File: src/rtl/fifo_uart_tx.sv
// FIFO drain stage: pops one word at a time from a synchronous FIFO and
// serialises it as start bit, LSB-first data, optional parity and stop bit(s).
module fifo_uart_tx #(
    parameter int WIDTH        = 8,
    parameter int CLKS_PER_BIT = 16,
    parameter int PARITY_EN    = 0,
    parameter int PARITY_ODD   = 0,
    parameter int STOP_BITS    = 1
) (
    input  logic             clk,
    input  logic             rst,
    input  logic             tx_en,
    input  logic             fifo_empty,
    input  logic [WIDTH-1:0] fifo_dout,
    output logic             fifo_rd_en,
    output logic             tx,
    output logic             busy,
    output logic             frame_done
);

    localparam int BW = $clog2(CLKS_PER_BIT);
    localparam int IW = $clog2(WIDTH) + 1;
    localparam logic [BW-1:0] BAUD_LAST = BW'(CLKS_PER_BIT - 1);
    localparam logic [IW-1:0] DATA_LAST = IW'(WIDTH - 1);
    localparam logic [IW-1:0] STOP_LAST = IW'(STOP_BITS - 1);

    typedef enum logic [2:0] {
        IDLE,
        POP,
        LOAD,
        START,
        DATA,
        PARITY,
        STOP
    } state_t;

    state_t           state;
    state_t           next_state;
    logic [BW-1:0]    baud;
    logic [IW-1:0]    bit_idx;
    logic [WIDTH-1:0] shreg;
    logic [WIDTH-1:0] shreg_d;
    logic             parity_bit;
    logic             tx_d;
    logic             bit_tick;

    assign bit_tick = (baud == BAUD_LAST);

    // NOTE: sequential state uses non-blocking assignments so every register
    // samples the pre-edge values of the others.
    always_ff @(posedge clk or negedge rst) begin
        if (!rst) state <= IDLE;
        else      state <= next_state;
    end

    // NOTE: every combinational output gets a default first so no path leaves
    // it unassigned and infers a latch.
    always_comb begin
        next_state = state;
        case (state)
            IDLE:    if (tx_en && !fifo_empty) next_state = POP;
            POP:     next_state = LOAD;
            LOAD:    next_state = START;
            START:   if (bit_tick) next_state = DATA;
            DATA:    if (bit_tick && bit_idx == DATA_LAST)
                         next_state = (PARITY_EN != 0) ? PARITY : STOP;
            PARITY:  if (bit_tick) next_state = STOP;
            STOP:    if (bit_tick && bit_idx == STOP_LAST) next_state = IDLE;
            default: next_state = IDLE;
        endcase
    end

    // Shift-register and line value as they will be after this edge, so tx
    // changes on the very edge that enters the state defining it.
    always_comb begin
        shreg_d = shreg;
        if (state == LOAD)
            shreg_d = fifo_dout;
        else if (state == DATA && bit_tick)
            shreg_d = shreg >> 1;

        tx_d = 1'b1;
        case (next_state)
            START:   tx_d = 1'b0;
            DATA:    tx_d = shreg_d[0];
            PARITY:  tx_d = parity_bit;
            default: tx_d = 1'b1;
        endcase
    end

    always_ff @(posedge clk or negedge rst) begin
        if (!rst) begin
            baud       <= '0;
            bit_idx    <= '0;
            shreg      <= '0;
            parity_bit <= 1'b0;
            tx         <= 1'b1;
        end else begin
            if (state inside {IDLE, POP, LOAD} || bit_tick) baud <= '0;
            else                                            baud <= baud + BW'(1);

            // Index restarts on entry to DATA and is reused to count stop bits.
            if (next_state != state) bit_idx <= '0;
            else if (bit_tick)       bit_idx <= bit_idx + IW'(1);

            shreg <= shreg_d;
            if (state == LOAD) parity_bit <= (^fifo_dout) ^ (PARITY_ODD != 0);
            tx <= tx_d;
        end
    end

    always_comb begin
        fifo_rd_en = (state == POP);
        busy       = (state != IDLE);
        frame_done = (state == STOP) && bit_tick && (bit_idx == STOP_LAST);
    end

endmodule

File: config.mk
export PLATFORM = sky130hd
export DESIGN_NAME = fifo_uart_tx
export DESIGN_NICKNAME = d
export VERILOG_FILES = /design/src/rtl/fifo_uart_tx.sv
export SDC_FILE = /design/constraint.sdc
export NUM_CORES = 1
export LEC_CHECK = 0
export ABC_AREA = 1
export CAP_MARGIN = 20
export CELL_PAD_IN_SITES_DETAIL_PLACEMENT = 0
export CELL_PAD_IN_SITES_GLOBAL_PLACEMENT = 1
export CORE_ASPECT_RATIO = 0.9
export CORE_MARGIN = 2
export CORE_UTILIZATION = 25
export CTS_BUF_LIST = sky130_fd_sc_hd__clkbuf_4
export DETAILED_ROUTE_END_ITERATION = 16
export PLACE_DENSITY_LB_ADDON = 0.15
export SETUP_SLACK_MARGIN = 0.1
export SYNTH_ARGS = -nofsm -noshare
export SYNTH_HDL_FRONTEND = slang
export SYNTH_SLANG_ARGS = --single-unit
export TNS_END_PERCENT = 50
File: constraint.sdc
create_clock -name clk -period 1.81 [get_ports clk]
set_input_delay 0.362 -clock clk [delete_from_list [all_inputs] [get_ports clk]]
set_output_delay 0.362 -clock clk [all_outputs]
set_load 0.03 [all_outputs]
# [Word level (Yosys, flattened, before mapping)]
# Cells that the tools add are included.
[word_totals] word_cells=48 output_inout_bits=4 in_bits=12 register_bits=21
[classes] n_reduce_logical=15 eq_ne=12 mux=12 add_sub_neg=2
[op_table] cell="3-bit case mux with 7 select lines" count=1
[op_table] cell="8-bit 2-to-1 mux" count=2
[op_table] cell="3-bit == test (second input constant)" count=5
[op_table] cell="3-bit 2-to-1 mux" count=5
[op_table] cell="4-bit 2-to-1 mux" count=3
[op_table] cell="3-bit by 2-bit == test with 1-bit output (second input constant)" count=3
[op_table] cell="4-bit by 1-bit adder with 4-bit output (second input constant)" count=2
[op_table] cell="8-bit XOR reduction" count=1
[op_table] cell="1-bit logical AND" count=6
[op_table] cell="3-bit nonzero test" count=2
[op_table] cell="4-bit by 3-bit == test with 1-bit output (second input constant)" count=1
[op_table] cell="4-bit == test (second input constant)" count=1
[op_table] cell="4-bit zero test" count=1
[op_table] cell="2-bit nonzero test" count=2
[op_table] cell="3-bit by 1-bit == test with 1-bit output (second input constant)" count=1
[op_table] cell="3-bit zero test" count=1
[op_table] cell="3-bit inequality test" count=1
[op_table] cell="1-bit case mux with 3 select lines" count=1
[op_table] cell="1-bit zero test" count=1
[op_table] cell="1-bit logical OR" count=1

# [Depth between registers and ports, before layout]
[logic_depth] depth_word=6 ltp_mapped=11 mapped_depth_nobuf=11

# [Worst setup path after synthesis]
# No wires, ideal clock.
[synth_timing] path_kind="flip-flop to output port" start="reg baud[0]" end="out frame_done" t_arrival_ns=1.427 path_stages_with_launch=4 t_required_ns=1.448 setup_slack_ns=0.021 path_buffers=0 cell_sequence="dfrtp_1 ha_1 nand3_4 nor3_1"
[synth_between] elab_chain_cells=3
[synth_rtl] element="from (decl)" line="39" text="logic [BW-1:0] baud;"
[synth_rtl] element="from (signal assigned)" line="100" text="else baud <= baud + BW'(1);"
[synth_rtl] element="4-bit == test" line="47" text="assign bit_tick = (baud == BAUD_LAST);"
[synth_rtl] element="1-bit logical AND (2 in series)" line="115" text="frame_done = (state == STOP) && bit_tick && (bit_idx == STOP_LAST);"
[synth_rtl] element="to (decl)" line="18" text="output logic frame_done"
# No other way between the ends.

# [Worst setup path in the final report]
[layout_timing] start="reg state[0]" end="out frame_done"
[layout_between] elab_chain_cells=3
[layout_rtl] element="from (decl)" line="37" text="state_t state;"
[layout_rtl] element="from (signal assigned)" line="53" text="else state <= next_state;"
[layout_rtl] element="3-bit == test" line="115"
[layout_rtl] element="1-bit logical AND (2 in series)" line="115"
# No other way between the ends.

==> report_table.html <==
<table>
<tr><th>Metric</th><th>Value</th></tr>
<tr><th colspan="2">Status</th></tr>
<tr><td>Run status</td><td>complete, no violations</td></tr>
<tr><th colspan="2">Layout</th></tr>
<tr><td>Final Net Count</td><td>201</td></tr>
<tr><td>Share of post-route cells with drive strength above 1</td><td>between 20% and 30%</td></tr>
<tr><td>Antenna cells</td><td>0</td></tr>
<tr><td>Relative area change from synthesis to final layout</td><td>36.6%</td></tr>
<tr><td>Utilization after layout</td><td>36.2%</td></tr>
<tr><th colspan="2">STA</th></tr>
<tr><td>Hold slack</td><td>388 ps</td></tr>
<tr><td>Actual transition at the worst max-transition pin</td><td>295 ps</td></tr>
<tr><td>Setup repair after global routing missed its margin</td><td>yes</td></tr>
<tr><td>Count of endpoints failing setup in the final report</td><td>0</td></tr>
<tr><td>Ratio of final minimum period to clock period</td><td>92.9%</td></tr>
<tr><td>Max Slew Vio Count</td><td>0</td></tr>
<tr><td>Time the worst path needs with I/O delays and setup</td><td>around 1700 ps</td></tr>
<tr><td>TNS Setup</td><td>0 ps</td></tr>
<tr><td>Worst-case headroom to the max-slew limit</td><td>80.2%</td></tr>
<tr><td>Endpoints failing hold</td><td>0</td></tr>
<tr><td>Final setup skew</td><td>between 4 and 5 ps</td></tr>
<tr><td>Maximum achievable frequency</td><td>slightly below 600 MHz</td></tr>
<tr><th colspan="2">Synthesis</th></tr>
<tr><td>Cell area after synthesis</td><td>1200 um2</td></tr>
<tr><td>Synthesis-stage register bit count</td><td>21</td></tr>
<tr><td>Most area-hungry cell type in the Yosys netlist</td><td>dfrtp_1</td></tr>
<tr><td>Post-Syn Instances</td><td>150</td></tr>
<tr><td>Biggest area contributors in the synthesized netlist</td><td>dfrtp_1 (42%), nand2_1 (12%), nor2_1 (5.9%)</td></tr>
<tr><td>Cell variety after synth</td><td>25</td></tr>
<tr><td>Synth top area share</td><td>41.6%</td></tr>
<tr><td>Synthesized area per cell</td><td>around 8 um2</td></tr>
<tr><td>Fraction of the yosys area taken by sequential cells</td><td>43.8%</td></tr>
<tr><td>Syn Nets</td><td>165</td></tr>
<tr><td>Synthesis warning total</td><td>0</td></tr>
<tr><th colspan="2">GRT</th></tr>
<tr><td>Number of global-route vias before repair</td><td>between 1000 and 1500</td></tr>
<tr><td>First-pass GRT wire length</td><td>4.77 mm</td></tr>
<tr><td>Initial antenna violation count</td><td>0</td></tr>
<tr><td>Largest net degree at the start of global routing</td><td>22</td></tr>
<tr><td>Global router's overall resource usage</td><td>11.1%</td></tr>
<tr><td>GRT Residual Overflow</td><td>0</td></tr>
<tr><th colspan="2">Route</th></tr>
<tr><td>Remaining routing DRC violations</td><td>0</td></tr>
<tr><td>Detail Route Antenna Nets</td><td>0</td></tr>
<tr><td>Starting DRC count in detailed routing</td><td>59</td></tr>
<tr><td>Number of detailed-routing iterations run before antenna repair</td><td>4</td></tr>
<tr><td>Mean number of vias per cell</td><td>4.20</td></tr>
<tr><td>DRT Wirelength</td><td>approximately 2.7 mm</td></tr>
<tr><td>Average wire per standard cell</td><td>11.0 um</td></tr>
<tr><td>Via Count</td><td>1037</td></tr>
<tr><th colspan="2">Die</th></tr>
<tr><td>Height of the die</td><td>69.8 um</td></tr>
<tr><td>I/O pin cnt</td><td>16</td></tr>
<tr><td>Overall die width</td><td>77.1 um</td></tr>
<tr><td>Floorplan row count</td><td>23</td></tr>
<tr><td>Die ar.</td><td>5390 um2</td></tr>
<tr><td>Standard cell core area</td><td>4550 um2</td></tr>
<tr><td>Initial core utilization</td><td>26.5%</td></tr>
<tr><th colspan="2">Clocking</th></tr>
<tr><td>CTS buffer count</td><td>3</td></tr>
<tr><td>Sink Count</td><td>21</td></tr>
<tr><td>Post-CTS clock slew at the launch and capture registers of the worst setup and hold paths</td><td>120 ps</td></tr>
<tr><td>TritonCTS clock tree</td><td>built</td></tr>
<tr><td>Worst skew pair latency</td><td>around 300 ps</td></tr>
<tr><td>Number of buffers between clock root and the deepest sink</td><td>2</td></tr>
<tr><td>CTS H-Tree Depth</td><td>1</td></tr>
<tr><td>CTS Root Cell</td><td>clkbuf_4</td></tr>
<tr><th colspan="2">Worst setup path</th></tr>
<tr><td>Reg2Reg Setup Slack</td><td>~190 ps</td></tr>
<tr><td>CP Max Fanout</td><td>6</td></tr>
<tr><td>Endpoint class of the critical path</td><td>primary output</td></tr>
<tr><td>Worst Path Required</td><td>1450 ps</td></tr>
<tr><td>Reg-to-Reg End</td><td>bit_idx[2]$_DFFE_PN0P_</td></tr>
<tr><td>Path type of the worst setup path</td><td>reg2out</td></tr>
<tr><td>Arrival @ worst endpoint</td><td>1320 ps</td></tr>
<tr><td>Kind of launch point of the worst setup path</td><td>register</td></tr>
<tr><td>R2r startpoint</td><td>bit_idx[0]$_DFFE_PN0P_</td></tr>
<tr><td>Worst-case reg-to-reg path depth</td><td>8</td></tr>
<tr><th colspan="2">Place</th></tr>
<tr><td>Global placement routability congestion</td><td>between 0.8 and 0.9</td></tr>
<tr><td>Port bufs</td><td>15</td></tr>
<tr><td>Half-perimeter wire length after placement</td><td>2.09 mm</td></tr>
<tr><th colspan="2">Power</th></tr>
<tr><td>Power density over the cells</td><td>504 nW/um2</td></tr>
<tr><td>Overall power after layout</td><td>829 uW</td></tr>
<tr><td>Maximum ir drop on the vdd rail</td><td>0.262 mV</td></tr>
<tr><td>Leakage Power</td><td>0.795 nW</td></tr>
<tr><th colspan="2">Hold path</th></tr>
<tr><td>Kind of path behind the tightest hold check</td><td>in2async</td></tr>
<tr><th colspan="2">Flow run</th></tr>
<tr><td>Max capacitance violation total</td><td>0</td></tr>
</table>
==> cell type report <==
type                            instances  area (um2)
Inverter                               21        86.3
Tap cell                               62        77.6
Timing Repair Buffer                   31         267
Multi-Input combinational cell        108         656
Sequential cell                        21         528
Clock buffer                            4        30.0
Fill cell                             507        2900
==> state kept, by name, indices dropped and copies added (netlist names) <==
| signal | flops |
|---|---|
| shreg | 8 |
| parity_bit | 1 |
| tx | 1 |
| bit_idx | 4 |
| state | 3 |
| baud | 4 |
==> what timing repair did <==
item                                    4_1_cts  5_1_grt
setup buffers                                 0       10
hold endpoints to repair                      0        0
pin swaps                                     1        3
hold buffers                                  0        0
resized for setup                             8       18
endpoints found under the setup margin        3        7
==> cell usage after synthesis (all sizes together) <==
cell type	instances
a21oi	1
and3	1
dfrtp	20
dfstp	1
ha	3
inv	21
nand2	40
nand3	12
nand4	2
nor2	22
nor3	1
nor3b	1
o211ai	3
o21ai	6
o21bai	2
o221ai	2
xnor2	5
xor2	7
==> how the worst max path moves through the flow <==
stage | start | endpoint | slack (ps) | cells past startpoint
4_1_cts | bit_idx[0]$_DFFE_PN0P_ | frame_done | 20 | 5
3_5_place_dp | state[2]$_DFF_PN0_ | busy | 130 | 3
5_1_grt | baud[0]$_DFF_PN0_ | frame_done | 10 | 4
2_1_floorplan | baud[0]$_DFF_PN0_ | frame_done | 270 | 3
6_report | state[0]$_DFF_PN0_ | frame_done | 130 | 5
3_3_place_gp | tx_en | tx$_DFF_PN1_ | 160 | 7
==> cells in the final DEF (no fill, tap or decap), drive strengths merged, types with 2 or more instances in the layout <==
master,instances
buf,19
o211ai,3
xnor2,5
xor2,7
inv,21
nand2,40
o221ai,2
clkbuf,4
clkdlybuf4s50,11
o21ai,6
nand3,12
o21bai,2
dfrtp,20
ha,3
nand4,2
nor2,22
==> layer usage <==
layer	vias up	track usage, %	part of all wire (%)	wire (um)
li1	548	-	-	-
met1	467	15.3	48	1310
met2	20	17.4	47	1280
met3	2	2.86	4.3	117
met4	0	2.38	0.48	13
met5	-	0	0	0
==> report_power, final <==
part	switching [mW]	internal, mW	total [mW]
sequential	0.00488	0.485	0.490
clock	0.142	0.101	0.243
combinational	0.0484	0.0478	0.0963
total	0.195	0.634	0.829
==> worst max-delay path, cell delays in order (launching register included) <==
cell and delay, ps:
dfrtp_1 410, buf_6 140, inv_8 50, nand3_4 60, nor3_2 170, buf_4 180
==> through the flow <==
step	worst slack, ps	instances	instance area [um2]
2_1_floorplan	266	150	1210
3_3_place_gp	160	233	1480
3_5_place_dp	133	233	1480
4_1_cts	17.5	237	1530
5_1_grt	9.54	247	1640
6_report	129	247	1640
==> logic make-up after synthesis <==
| group | Yosys count | synth area share (%) |
|---|---|---|
| fa+ha+maj | 3 | 3.12 |
| compound gates | 14 | 7.80 |
| flops | 21 | 43.8 |
| xor+xnor | 12 | 8.73 |
| buf+inv | 21 | 6.55 |
| simple gates | 79 | 30.0 |
No activity file was read; power rests on OpenSTA's default activity.
